**src/rtl/mao_pontuacao_pkg.sv**
```systemverilog
// ============================================================================
// mao_pontuacao_pkg : shared types and constants for the hand-scoring block
// Revision 1.0 - initial release
// ============================================================================
`default_nettype none

package mao_pontuacao_pkg;

   typedef enum logic [1:0] {
      IDLE  = 2'd0,
      LER   = 2'd1,
      SOMAR = 2'd2
   } estado_t;

   localparam int         N_CARTAS_PADRAO = 52;
   localparam int         LIMITE_PADRAO   = 21;
   localparam logic [3:0] CODIGO_AS       = 4'd1;
   localparam logic [3:0] CODIGO_FIGURA   = 4'd11;
   localparam logic [4:0] BONUS_AS        = 5'd10;

   // Unknown codes score nothing but still consume a deck slot.
   function automatic logic [4:0] valor_carta(input logic [3:0] codigo);
      if (codigo == CODIGO_FIGURA)
         return 5'd10;
      else if (codigo >= 4'd1 && codigo <= 4'd10)
         return {1'b0, codigo};
      else
         return 5'd0;
   endfunction

endpackage

`default_nettype wire

```
**src/rtl/mao_pontuacao_acumulador.sv**
```systemverilog
// ============================================================================
// acumulador_mao : one hand's hard sum, ace flag, best score and bust flag
// Revision 1.0 - initial release
// ============================================================================
`default_nettype none

module acumulador_mao
   import mao_pontuacao_pkg::*;
#(
   parameter int LIMITE = LIMITE_PADRAO
) (
   input  logic       clock,
   input  logic       reset,
   input  logic       limpar,
   input  logic       somar,
   input  logic [3:0] carta,
   output logic [4:0] pontos,
   output logic       estouro
);

   localparam logic [5:0] c_LIMITE = 6'(LIMITE);

   logic [4:0] r_duro;
   logic       r_as;
   logic [5:0] w_soma;

   assign w_soma = {1'b0, r_duro} + {1'b0, valor_carta(carta)};

   always_ff @(posedge clock) begin
      if (!reset) begin
         r_duro <= 5'd0;
         r_as   <= 1'b0;
      end else if (limpar) begin
         r_duro <= 5'd0;
         r_as   <= 1'b0;
      end else if (somar) begin
         r_duro <= w_soma[5] ? 5'd31 : w_soma[4:0];
         if (carta == CODIGO_AS)
            r_as <= 1'b1;
      end
   end

   // One ace counts as 11 only while that cannot push the hand past 21.
   assign pontos  = (r_as && r_duro <= 5'd11) ? r_duro + BONUS_AS : r_duro;
   assign estouro = {1'b0, pontos} > c_LIMITE;

endmodule

`default_nettype wire

```
**src/rtl/mao_pontuacao.sv**
```systemverilog
// ============================================================================
// mao_pontuacao : deals cards from a shuffled deck into player/dealer hands
// Revision 1.0 - initial release
// ============================================================================
`default_nettype none

module mao_pontuacao
   import mao_pontuacao_pkg::*;
#(
   parameter int N_CARTAS = N_CARTAS_PADRAO,
   parameter int LIMITE   = LIMITE_PADRAO
) (
   input  logic       clock,
   input  logic       reset,
   input  logic       embaralhar_ok,
   input  logic       novo_jogo,
   input  logic       comprar,
   input  logic       destino,
   input  logic [3:0] q,
   output logic [5:0] ler_endereco,
   output logic [3:0] carta,
   output logic       carta_valida,
   output logic       ocupado,
   output logic [4:0] pontos_jogador,
   output logic [4:0] pontos_dealer,
   output logic       estouro_jogador,
   output logic       estouro_dealer,
   output logic       baralho_vazio
);

   localparam logic [5:0] c_FIM = 6'(N_CARTAS);

   estado_t    r_estado;
   logic       r_destino;
   logic [5:0] r_endereco;
   logic [3:0] r_carta;
   logic       r_valida;
   logic       r_ocupado;

   logic w_vazio;
   logic w_estouro_sel;
   logic w_aceita;
   logic w_limpar;
   logic w_somar;

   assign w_vazio       = (r_endereco == c_FIM);
   assign w_estouro_sel = destino ? estouro_dealer : estouro_jogador;
   assign w_aceita      = (r_estado == IDLE) && comprar && embaralhar_ok &&
                          !w_vazio && !w_estouro_sel && !novo_jogo;
   assign w_limpar      = (r_estado == IDLE) && novo_jogo;
   assign w_somar       = (r_estado == SOMAR);

   always_ff @(posedge clock) begin
      if (!reset) begin
         r_estado   <= IDLE;
         r_destino  <= 1'b0;
         r_endereco <= 6'd0;
         r_carta    <= 4'd0;
         r_valida   <= 1'b0;
         r_ocupado  <= 1'b0;
      end else begin
         r_valida <= 1'b0;
         case (r_estado)
            IDLE: begin
               if (novo_jogo) begin
                  r_carta <= 4'd0;
               end else if (w_aceita) begin
                  r_destino <= destino;
                  r_estado  <= LER;
                  r_ocupado <= 1'b1;
               end
            end
            LER: begin
               r_carta  <= q;
               r_estado <= SOMAR;
            end
            SOMAR: begin
               // The pointer stops at N_CARTAS; acceptance already blocks at empty.
               if (r_endereco != c_FIM)
                  r_endereco <= r_endereco + 6'd1;
               r_valida  <= 1'b1;
               r_estado  <= IDLE;
               r_ocupado <= 1'b0;
            end
            default: begin
               r_estado  <= IDLE;
               r_ocupado <= 1'b0;
            end
         endcase
      end
   end

   acumulador_mao #(.LIMITE(LIMITE)) u_jogador (
      .clock   (clock),
      .reset   (reset),
      .limpar  (w_limpar),
      .somar   (w_somar && !r_destino),
      .carta   (r_carta),
      .pontos  (pontos_jogador),
      .estouro (estouro_jogador)
   );

   acumulador_mao #(.LIMITE(LIMITE)) u_dealer (
      .clock   (clock),
      .reset   (reset),
      .limpar  (w_limpar),
      .somar   (w_somar && r_destino),
      .carta   (r_carta),
      .pontos  (pontos_dealer),
      .estouro (estouro_dealer)
   );

   assign ler_endereco  = r_endereco;
   assign carta         = r_carta;
   assign carta_valida  = r_valida;
   assign ocupado       = r_ocupado;
   assign baralho_vazio = w_vazio;

endmodule

`default_nettype wire

```
**config.mk**
```make
export PLATFORM = sky130hd
export DESIGN_NAME = mao_pontuacao
export DESIGN_NICKNAME = d
export VERILOG_FILES = /design/src/rtl/mao_pontuacao_pkg.sv /design/src/rtl/mao_pontuacao_acumulador.sv /design/src/rtl/mao_pontuacao.sv
export SDC_FILE = /design/constraint.sdc
export NUM_CORES = 1
export LEC_CHECK = 0
export ABC_AREA = 1
export BUFFER_PORTS_ARGS = -buffer_cell sky130_fd_sc_hd__buf_2
export CAP_MARGIN = 10
export CELL_PAD_IN_SITES_DETAIL_PLACEMENT = 2
export CELL_PAD_IN_SITES_GLOBAL_PLACEMENT = 2
export CORE_MARGIN = 5
export CORE_UTILIZATION = 31
export DETAILED_ROUTE_END_ITERATION = 7
export GPL_ROUTABILITY_DRIVEN = 0
export PLACE_DENSITY = 0.78
export SYNTH_ARGS = -nofsm -noshare
export SYNTH_HDL_FRONTEND = slang
export SYNTH_SLANG_ARGS = --single-unit
```
**constraint.sdc**
```tcl
create_clock -name clock -period 2.37 [get_ports clock]
set_input_delay 0.474 -clock clock [delete_from_list [all_inputs] [get_ports clock]]
set_output_delay 0.474 -clock clock [all_outputs]
set_load 0.01 [all_outputs]
```
==> impl_metrics.yaml <==
clock_network:
  cts_root_buf: "clkbuf_8"
  clockBufferDepth: 2
  hold_buffers: 0
  clk_pin_slew_ns: 0.10
  cts_tree: "yes"
  cts_buffers: 3
  clkSinkCount: 27
  htreeDepth: 1
  clk_latency_ns: 0.29
routing:
  dr.pass1.iters: 4
  vias: 1701
  route.detailed.drc: 0
  ant_nets: 0
  avgRoutedWirePerCell_um: 16.0
  avgViaCountPerCell: 4.96
  drt_iter0_drc: 35
  wl_mm: 5.49
place:
  placed_cell_area_um2: 2000
  hpwl_mm: 4.32
  numPlacedInstances: 334
  io_buffers: 34
cells_and_area:
  final_cells: 343
  final_util: 0.381
  diodes: 0
  drive_gt1_frac: 0.292
  syn2layout_area_growth_pct: 19.1
  nFillCells: 680
  design_area_um2: 2110
  fin_nets: 298
setup_path:
  rrSetupSlack_ns: 0.31
  crit_type: "flop to output pin"
  start_kind: "flop"
  reg2regPathDepth: 12
  cp_max_fo: 8
  crit_top_cell: "nand2_2"
  reg2reg_to: "u_jogador.r_duro[0]"
  endpoint_kind: "output pin"
  worst_ep_required_time_ns: 1.90
  setup.worst_path.start: "u_jogador.r_duro[2]"
  cpPeakStageDelay_ns: 0.42
  timing.rr.start: "carta[3]"
  crit_path_top_delay_cell: "dfxtp_4"
  critPathCapture: "estouro_jogador"
  worstPathCellList: "inv_2 > ha_1 > nand3_2 > nand2_2 > nand2_2 > nand4_1 > nand2_2 > nand2_2 > a21boi_0 > buf_2"
  crit_arrival_ns: 1.80
power_and_ir_drop:
  power.internal_uw: 593
  power_leakage_nw: 0.968
  power_frac_clock: 0.359
  peakVddDrop_uv: 354
  power.total_uw: 797
  powerDensity_nw_per_um2: 378
  power_frac_seq: 0.577
  power.switching_uw: 204
  combPwrFrac: 0.064
  p_sw_frac: 0.256
floorplan:
  die_w_um: 85.6
  die_area_um2: 7330
  fp.dieH_um: 85.6
  io_pins: 35
  core_um2: 5540
  num_rows: 27
  initial_core_util: 0.320
synth:
  ys_seq_area_frac: 0.305
  synth_nets: 259
  syn-cell-area_um2: 1770
  ys_types: 41
  netlist_instances: 233
  avgSynthCellArea_um2: 7.60
  synth-seq-cells: 27
  yosysWarningCount: 0
timing:
  final.setup_skew_ns: 0.00681
  finalSetupViolCount: 0
  slew_headroom: 0.596
  period_share: 0.959
  drv_slew: 0
  fin_tns_setup_ns: 0
  fmax_mhz: 440
  hold_violations: 0
  min_period_ns: 2.27
  tightest_slew_ns: 0.603
grt:
  grt_max_degree: 17
  grt_pass1_vias: 1851
  groute.usage.overall: 0.155
  grt_pass1_wl_mm: 9.16
  grt_overflow: 0
  antenna_found_initial: 0
job:
  drv_cap: 0
run_status:
  status: "completed"
worst_hold_path:
  hold_path.class: "primary input to flop"
==> metrics by stage <==
stage | worst slack, ns | hold WS, ns
3_5_place_dp | 0.245 | 0.460
3_3_place_gp | 0.300 | 0.454
5_1_grt | -0.0298 | 0.404
4_1_cts | 0.0169 | 0.385
2_1_floorplan | 0.392 | 0.472
6_report | 0.0971 | 0.388
==> critical path, delay by kind of cell, from the launching register on <==
| family | cells | cell delay, ns |
|---|---|---|
| AO/OA/AOI/OAI | 1 | 0.14 |
| buffers and inverters | 2 | 0.22 |
| AND/OR/NAND/NOR | 6 | 0.52 |
| flip-flops | 1 | 0.42 |
| adder cells (fa/ha/maj) | 1 | 0.20 |
==> state kept, by name, indices dropped and copies added, names as in the netlist <==
signal	count
ocupado	1
u_dealer.r_as	1
u_jogador.r_as	1
r_destino	1
carta	4
r_estado	2
u_dealer.r_duro	5
u_jogador.r_duro	5
ler_endereco	6
carta_valida	1
==> Yosys cell counts (all sizes together) <==
cell / count / area (µm²)
nand2: 45 / 206
inv: 37 / 144
dfxtp: 27 / 541
a21oi: 19 / 98.9
o21ai: 19 / 103
nor2: 16 / 75.1
nand3: 15 / 100
ha: 14 / 175
nand4: 8 / 50.1
a31oi: 4 / 25.0
buf: 4 / 31.3
nor3: 3 / 20.0
xor2: 3 / 26.3
a211oi: 2 / 20.0
a221oi: 2 / 17.5
fa: 2 / 40.0
o31ai: 2 / 15.0
a21boi: 1 / 7.51
a21o: 1 / 7.51
a32o: 1 / 10.0
and2: 1 / 6.26
clkbuf: 1 / 5.00
nand3b: 1 / 7.51
nor4: 1 / 6.26
o211a: 1 / 10.0
o21a: 1 / 7.51
o21bai: 1 / 7.51
xnor2: 1 / 8.76
==> how the worst min path moves through the flow <==
stage / startpoint / slack, ns / depth (start not counted) / to
final: q[1] / 0.39 / 3 / carta[1]
after global routing: q[1] / 0.40 / 3 / carta[1]
after CTS: q[1] / 0.38 / 3 / carta[1]
after detailed placement: ocupado / 0.46 / 2 / ocupado
after global placement: ocupado / 0.45 / 2 / ocupado
after floorplan: r_destino / 0.47 / 2 / r_destino
==> cells by family after synthesis <==
logic type / Yosys count / share of synthesized area
simple gates: 90 / 0.266
compound gates: 54 / 0.186
buf+inv: 42 / 0.102
flops: 27 / 0.305
fa+ha+maj: 16 / 0.121
xor+xnor: 4 / 0.0198
==> cell usage in the layout (no fill, tap or decap), types with 3 or more instances in the layout <==
cell       n
a21oi_1   18
a31oi_1    4
buf_2     34
buf_4      5
clkbuf_8   3
dfxtp_1   23
dfxtp_4    3
ha_1      14
inv_1     33
inv_2      3
nand2_1   32
nand2_2   12
nand3_1    7
nand3_2    8
nand4_1    8
nor2_1    14
o21ai_0   15
xor2_1     3
==> what timing repair did <==
action	CTS	global route
endpoints found under the setup margin	2	2
buffers inserted	0	5
resized for setup	4	6
cloned	0	0
pin swaps	0	3
==> power groups by stage <==
| stage | clock network [mW] | registers [mW] | logic (mW) |
|---|---|---|---|
| 2_1_floorplan | 0 | 0.473 | 0.0285 |
| 3_3_place_gp | 0 | 0.473 | 0.0494 |
| 3_5_place_dp | 0 | 0.474 | 0.0510 |
| 4_1_cts | 0.296 | 0.463 | 0.0515 |
| 5_1_grt | 0.316 | 0.461 | 0.0584 |
| 6_report | 0.286 | 0.460 | 0.0510 |
==> cell type report <==
| class | count | area [µm²] | share of cell area |
|---|---|---|---|
| well taps | 72 | 90.1 | 0.0427 |
| clock inverters | 1 | 7.51 | 0.00356 |
| clock buffers | 3 | 41.3 | 0.0196 |
| repair buffers | 39 | 208 | 0.0985 |
| inverters | 37 | 144 | 0.0682 |
| flip-flops and latches | 27 | 553 | 0.262 |
| multi-input cells | 164 | 1070 | 0.505 |
==> layer usage <==
layer	vias to the layer above	track usage	part of all wire
met5	-	0	0
met1	822	0.202	0.46
met2	20	0.271	0.51
met4	0	0.0302	0.0087
met3	6	0.0250	0.024
li1	853	-	-
(Power assumes the default switching activity.)
